**src/rtl/uart_tx_queue_pkg.sv**
```systemverilog
// Shared UART definitions: handshake FSM encoding and 27 MHz baud constants.
package uart_tx_queue_pkg;

  typedef enum logic [1:0] {
    IDLE      = 2'd0,
    LOAD      = 2'd1,
    WAIT_BUSY = 2'd2,
    WAIT_END  = 2'd3
  } state_e;

  // Bit period and half bit period in 27 MHz clocks at 9600 baud.
  localparam int BAUD_DIV_27M  = 2812;
  localparam int BAUD_HALF_27M = 1406;

endpackage

```
**src/rtl/uart_tx_queue_if.sv**
```systemverilog
// CPU push side and transmitter load side of the UART TX queue.
interface uart_tx_queue_if
  import uart_tx_queue_pkg::*;
#(
  parameter int AW = 3
) ();

  // wr_en is a push strobe: a byte is taken on every clock where wr_en=1 and
  // full=0, otherwise it is dropped and overflow is set. tx_en is a one-cycle
  // load strobe; the transmitter acknowledges by dropping tx_status and then
  // pulsing tx_end when its stop bit completes.
  logic          wr_en;
  logic [7:0]    wr_data;
  logic          ovf_clr;
  logic          full;
  logic          empty;
  logic [AW:0]   count;
  logic          overflow;
  logic          tx_busy;
  logic [7:0]    tx_data;
  logic          tx_en;
  logic          tx_status;
  logic          tx_end;
  state_e        dbg_state;

  modport slave (
    input  wr_en, wr_data, ovf_clr, tx_status, tx_end,
    output full, empty, count, overflow, tx_busy, tx_data, tx_en, dbg_state
  );

  modport master (
    output wr_en, wr_data, ovf_clr, tx_status, tx_end,
    input  full, empty, count, overflow, tx_busy, tx_data, tx_en, dbg_state
  );

endinterface

```
**src/rtl/uart_tx_queue_sync_fifo.sv**
```systemverilog
// Circular byte buffer with occupancy count; pushes while full are refused
// even when a pop happens on the same edge.
module sync_fifo #(
  parameter int DEPTH = 8,
  parameter int AW    = 3
) (
  input  logic          clk,
  input  logic          rst,
  input  logic          push,
  input  logic          pop,
  input  logic [7:0]    din,
  output logic [7:0]    dout,
  output logic [AW:0]   count,
  output logic          full,
  output logic          empty
);

  localparam logic [AW:0] DEPTH_CNT = (AW + 1)'(DEPTH);

  logic [7:0]  mem_q [DEPTH];
  logic [AW-1:0] wr_ptr_q, wr_ptr_d;
  logic [AW-1:0] rd_ptr_q, rd_ptr_d;
  logic [AW:0]   count_q, count_d;
  logic          push_ok;
  logic          pop_ok;

  assign full    = (count_q == DEPTH_CNT);
  assign empty   = (count_q == '0);
  assign count   = count_q;
  assign dout    = mem_q[rd_ptr_q];
  assign push_ok = push && !full;
  assign pop_ok  = pop && !empty;

  always_comb begin
    wr_ptr_d = wr_ptr_q;
    rd_ptr_d = rd_ptr_q;
    count_d  = count_q;
    if (push_ok) wr_ptr_d = wr_ptr_q + 1'b1;
    if (pop_ok)  rd_ptr_d = rd_ptr_q + 1'b1;
    case ({push_ok, pop_ok})
      2'b10:   count_d = count_q + 1'b1;
      2'b01:   count_d = count_q - 1'b1;
      default: count_d = count_q;
    endcase
  end

  always_ff @(posedge clk or posedge rst) begin
    if (rst) begin
      wr_ptr_q <= '0;
      rd_ptr_q <= '0;
      count_q  <= '0;
    end else begin
      wr_ptr_q <= wr_ptr_d;
      rd_ptr_q <= rd_ptr_d;
      count_q  <= count_d;
    end
  end

  // Storage is deliberately left out of reset.
  always_ff @(posedge clk) begin
    if (push_ok) mem_q[wr_ptr_q] <= din;
  end

endmodule

```
**src/rtl/uart_tx_queue.sv**
```systemverilog
// UART TX queue: byte FIFO feeding a transmitter through a
// launch / wait-busy / wait-end handshake, with a sticky overflow flag.
module uart_tx_queue
  import uart_tx_queue_pkg::*;
#(
  parameter int DEPTH = 8,
  parameter int AW    = 3
) (
  input logic              clk,
  input logic              rst,
  uart_tx_queue_if.slave   bus
);

  state_e      state_q, state_d;
  logic        tx_en_q, tx_en_d;
  logic [7:0]  tx_data_q, tx_data_d;
  logic        overflow_q, overflow_d;
  logic        pop;
  logic [7:0]  fifo_dout;
  logic [AW:0] fifo_count;
  logic        fifo_full;
  logic        fifo_empty;

  sync_fifo #(
    .DEPTH (DEPTH),
    .AW    (AW)
  ) u_fifo (
    .clk   (clk),
    .rst   (rst),
    .push  (bus.wr_en),
    .pop   (pop),
    .din   (bus.wr_data),
    .dout  (fifo_dout),
    .count (fifo_count),
    .full  (fifo_full),
    .empty (fifo_empty)
  );

  always_comb begin
    state_d   = state_q;
    tx_en_d   = 1'b0;
    tx_data_d = tx_data_q;
    pop       = 1'b0;
    case (state_q)
      IDLE: begin
        if (!fifo_empty && bus.tx_status) begin
          tx_data_d = fifo_dout;
          tx_en_d   = 1'b1;
          pop       = 1'b1;
          state_d   = LOAD;
        end
      end
      LOAD:      state_d = WAIT_BUSY;
      WAIT_BUSY: if (!bus.tx_status) state_d = WAIT_END;
      // tx_end is only meaningful here; elsewhere it is ignored.
      WAIT_END:  if (bus.tx_end) state_d = IDLE;
      default:   state_d = IDLE;
    endcase
  end

  // A push refused for fullness beats a simultaneous clear.
  always_comb begin
    overflow_d = overflow_q;
    if (bus.wr_en && fifo_full) overflow_d = 1'b1;
    else if (bus.ovf_clr)       overflow_d = 1'b0;
  end

  always_ff @(posedge clk or posedge rst) begin
    if (rst) begin
      state_q    <= IDLE;
      tx_en_q    <= 1'b0;
      tx_data_q  <= 8'h00;
      overflow_q <= 1'b0;
    end else begin
      state_q    <= state_d;
      tx_en_q    <= tx_en_d;
      tx_data_q  <= tx_data_d;
      overflow_q <= overflow_d;
    end
  end

  assign bus.full      = fifo_full;
  assign bus.empty     = fifo_empty;
  assign bus.count     = fifo_count;
  assign bus.overflow  = overflow_q;
  assign bus.tx_busy   = (state_q != IDLE) || !fifo_empty;
  assign bus.tx_data   = tx_data_q;
  assign bus.tx_en     = tx_en_q;
  assign bus.dbg_state = state_q;

endmodule

```
**src/flat_wrapper.sv**
```systemverilog
// flat-port wrapper written by rule: the top's interface ports become plain ports
module uart_tx_queue_flat import uart_tx_queue_pkg::*;
#(
  parameter int DEPTH = 8,
  parameter int AW    = 3
)
  (clk, rst, bus_wr_en, bus_wr_data, bus_ovf_clr, bus_tx_status, bus_tx_end, bus_full, bus_empty, bus_count, bus_overflow, bus_tx_busy, bus_tx_data, bus_tx_en, bus_dbg_state);
  uart_tx_queue_if #(.AW(AW)) bus_i ();
  input logic clk;
  input logic rst;
  input wire logic [$bits(bus_i.wr_en)-1:0] bus_wr_en;
  input wire logic [$bits(bus_i.wr_data)-1:0] bus_wr_data;
  input wire logic [$bits(bus_i.ovf_clr)-1:0] bus_ovf_clr;
  input wire logic [$bits(bus_i.tx_status)-1:0] bus_tx_status;
  input wire logic [$bits(bus_i.tx_end)-1:0] bus_tx_end;
  output wire logic [$bits(bus_i.full)-1:0] bus_full;
  output wire logic [$bits(bus_i.empty)-1:0] bus_empty;
  output wire logic [$bits(bus_i.count)-1:0] bus_count;
  output wire logic [$bits(bus_i.overflow)-1:0] bus_overflow;
  output wire logic [$bits(bus_i.tx_busy)-1:0] bus_tx_busy;
  output wire logic [$bits(bus_i.tx_data)-1:0] bus_tx_data;
  output wire logic [$bits(bus_i.tx_en)-1:0] bus_tx_en;
  output wire logic [$bits(bus_i.dbg_state)-1:0] bus_dbg_state;
  assign bus_i.wr_en = bus_wr_en;
  assign bus_i.wr_data = bus_wr_data;
  assign bus_i.ovf_clr = bus_ovf_clr;
  assign bus_i.tx_status = bus_tx_status;
  assign bus_i.tx_end = bus_tx_end;
  assign bus_full = bus_i.full;
  assign bus_empty = bus_i.empty;
  assign bus_count = bus_i.count;
  assign bus_overflow = bus_i.overflow;
  assign bus_tx_busy = bus_i.tx_busy;
  assign bus_tx_data = bus_i.tx_data;
  assign bus_tx_en = bus_i.tx_en;
  assign bus_dbg_state = bus_i.dbg_state;
  uart_tx_queue #(.DEPTH(DEPTH), .AW(AW)) u_core (.clk(clk), .rst(rst), .bus(bus_i));
endmodule
```
**config.mk**
```make
export PLATFORM = sky130hd
export DESIGN_NAME = uart_tx_queue_flat
export DESIGN_NICKNAME = d
export VERILOG_FILES = /design/src/rtl/uart_tx_queue_pkg.sv /design/src/rtl/uart_tx_queue_if.sv /design/src/rtl/uart_tx_queue_sync_fifo.sv /design/src/rtl/uart_tx_queue.sv /design/src/flat_wrapper.sv
export SDC_FILE = /design/constraint.sdc
export NUM_CORES = 1
export LEC_CHECK = 0
export ABC_AREA = 1
export CAP_MARGIN = 20
export CORE_UTILIZATION = 55
export DETAILED_ROUTE_END_ITERATION = 16
export PLACE_DENSITY = 0.76
export SYNTH_ARGS = -nofsm -noshare
export SYNTH_HDL_FRONTEND = slang
export SYNTH_SLANG_ARGS = --single-unit
```
**constraint.sdc**
```tcl
create_clock -name clk -period 2.6 [get_ports clk]
set_input_delay 0.52 -clock clk [delete_from_list [all_inputs] [get_ports clk]]
set_output_delay 0.52 -clock clk [all_outputs]
set_load 0.03 [all_outputs]
```
==> results.py <==
metrics = {
    "status": {
        "outcome": "finished, final reports clean",
    },
    "detailed_routing": {
        "via_per_inst": 4.991,
        "drt-initial-drc-count": 189,
        "drcViolationCount": 0,
        "via_count": 2660,
        "ant_nets": 0,
        "wl_per_cell_um": 14.51,
        "routed_wl_um": 7734,
        "dr.pass1.iters": 5,
    },
    "global_routing": {
        "grt_pass1_vias": 2585,
        "track_usage_pct": 23.07,
        "grt_overflow": 0,
        "grt_pass1_wl_um": 12650,
        "antenna_found_initial": 0,
        "grt_max_degree": 34,
    },
    "setup_path": {
        "required_ns": 2.08,
        "worstSetupEndpointType": "output port",
        "path_cells": "inv_1 -> ha_1 -> nand2_1 -> clkdlybuf4s50_1",
        "startpoint_type": "flip-flop",
        "worstSetupPathType": "reg -> out",
        "worstPathArrival_ns": 1.86,
        "critPathSlowestCell": "clkdlybuf4s50_1",
        "worst-path-max-fanout": 4,
        "max_stage_delay_ns": 0.66,
    },
    "placed_design": {
        "port_buffers": 32,
        "dp.cells": 517,
        "finalWeightedCongestion": 0.7775,
        "pre_cts_ws_ns": 0.2461,
        "detailedPlacementHpwl_um": 4875,
    },
    "floorplan": {
        "num_io_pins": 33,
        "initial_core_util_pct": 57.24,
        "num_rows": 30,
        "die_height_um": 86.09,
        "core_area_um2": 6794,
        "dieArea_um2": 7411,
        "dieWidth_um": 86.09,
    },
    "finish": {
        "antenna_cells": 0,
        "drive_gt1_share_pct": 9.382,
        "fillCellCount": 505,
        "nNetsFinal": 456,
        "fin_cells": 533,
        "area_growth_syn_to_layout_pct": 17.02,
    },
    "clocking": {
        "cts_setup_buffers": 0,
        "cts-root-buf": "clkbuf_8",
        "insertion_delay_ns": 0.35,
        "clk_path_buf_depth": 2,
        "cts_tree": "yes",
        "h-tree-depth": 3,
        "clk_pin_slew_ns": 0.08,
        "cts_sinks": 86,
        "ctsResizeCount": 0,
        "numCtsBuffers": 9,
        "postCtsHoldBufs": 0,
    },
    "synth": {
        "synthArstFlopShare_pct": 25.58,
        "synth_area_leaders": "edfxtp_1, dfrtp_1, nand2_1, nand3_1, inv_1",
        "synth-edff-count": 64,
        "yosysSeqAreaShare_pct": 63.58,
        "synth_most_common_cell": "nand2_1",
        "synthCells": 388,
        "synth_ff_type": "edfxtp_1",
        "synth_area_um2": 3889,
        "synth_cell_type_count": 23,
        "yosysWarnings": 0,
        "synth_top_area_share_pct": 49.42,
        "synth_fp_nets": 412,
        "yosysTopAreaCell": "edfxtp_1",
        "yosys-top-cells-count": "nand2_1, edfxtp_1, inv_1",
        "syn_area_per_cell_um2": 10.02,
        "ys_ff_latch": 86,
    },
    "power": {
        "p_total_w": 0.005043,
        "power.leakage_nw": 2.073,
        "powerDensity_nw_per_um2": 1108,
        "ir_drop_mv": 0.5965,
    },
    "timing": {
        "tightest_slew_ns": 0.5810,
        "setup_viol": 0,
        "fin_setup_tns_ns": 0,
        "rsz0062_at_grt": "no",
        "slew_viol_final": 0,
        "whs_ns": 0.4821,
        "fin_skew_ns": 0.009244,
        "timing.final.crit_share_pct": 91.71,
        "fmax_mhz": 419.4,
        "period_minus_slack_ns": 2.385,
        "slew_headroom_pct": 61.21,
        "setup_slack_ns": 0.2155,
        "hold_viol": 0,
    },
    "min_path": {
        "min_path_type": "reg -> reg",
    },
    "job": {
        "max_cap_violations": 0,
    },
}
## per-stage QoR
step / util, % / area [µm²]
3_3_place_gp: 63.68 / 4327
6_report: 66.98 / 4551
2_1_floorplan: - / 3889
4_1_cts: 66.98 / 4551
3_5_place_dp: 63.68 / 4327
5_1_grt: 66.98 / 4551
## sequential cells by signal, summed over array words and instances, names as in the netlist
register                count
u_core.u_fifo.wr_ptr_q      3
u_core.u_fifo.mem_q        64
u_core.bus.dbg_state        2
u_core.bus.tx_en            1
u_core.bus.tx_data          8
u_core.u_fifo.count         4
u_core.u_fifo.rd_ptr_q      3
u_core.bus.overflow         1
## worst paths after layout
kind,start,end,slack [ns],cells past startpoint
max in group asynchronous,rst,u_core.u_fifo.count[0],1.86,3
worst min-delay path,u_core.bus.tx_data[7],u_core.bus.tx_data[7],0.48,2
worst max-delay path,u_core.bus.dbg_state[0],bus_tx_busy,0.22,4
worst max register to register,u_core.bus.dbg_state[0],u_core.u_fifo.count[3],0.51,12
min in group asynchronous,rst,u_core.bus.dbg_state[0],0.51,3
worst min register to register,u_core.bus.tx_data[7],u_core.bus.tx_data[7],0.48,2
## layout make-up
class	instances	area, µm²	area share [%]
Clock buffer	11	141.4	3.107
Clock inverter	5	82.58	1.815
Inverter	69	259.0	5.692
Multi-Input combinational cell	220	1050	23.07
Sequential cell	86	2472	54.33
Tap cell	96	120.1	2.640
Timing Repair Buffer	46	425.4	9.348
## where the power goes
group          internal (W)  switching (W)
clock network      0.000567       0.000462
registers           0.00178       0.000178
logic              0.000742        0.00131
## layout by cell type, fill, tap and decap left out
cell and n:
or2_2 1, nor2_2 1, clkbuf_1 1, inv_2 4
xnor2_1 2, nand3_1 51, clkinvlp_4 3, clkdlybuf4s50_1 32
nand3_2 3, o21ai_1 1, edfxtp_1 64, clkinv_1 1
inv_1 64, nor2_1 11, clkbuf_8 10, a22oi_1 1
dfrtp_1 22, buf_4 14, nand2_1 129, ha_1 9
bufinv_16 2, xor2_1 2, o21ai_0 5, or2_4 1
nand2_2 2, fa_1 1
## cells by family after synthesis
| kind of cell | after synthesis | share of synthesized area [%] |
|---|---|---|
| buffers and inverters | 82 | 9.427 |
| AND/OR/NAND/NOR | 199 | 21.72 |
| XOR/XNOR | 4 | 0.9011 |
| flip-flops | 86 | 63.58 |
| adder cells (fa/ha/maj) | 10 | 3.411 |
| AO/OA/AOI/OAI | 7 | 0.9651 |
## worst max-delay path: cells and delay by family, from the launching register on
kind,cells,cell delay (ns)
buffers and inverters,2,0.77
DFF,1,0.42
and+or+nand+nor,1,0.08
adders and majority gates,1,0.25
## routing by layer
layer	wire length [µm]	part of all wire, %	vias to the layer above	GRT usage, %
met5	0	0	-	0
met4	127	1.6	0	8.939
met3	549	7.1	11	5.197
met2	3853	50	98	38.53
met1	3203	41	1239	29.44
li1	-	-	1312	-
(Power assumes the default switching activity.)
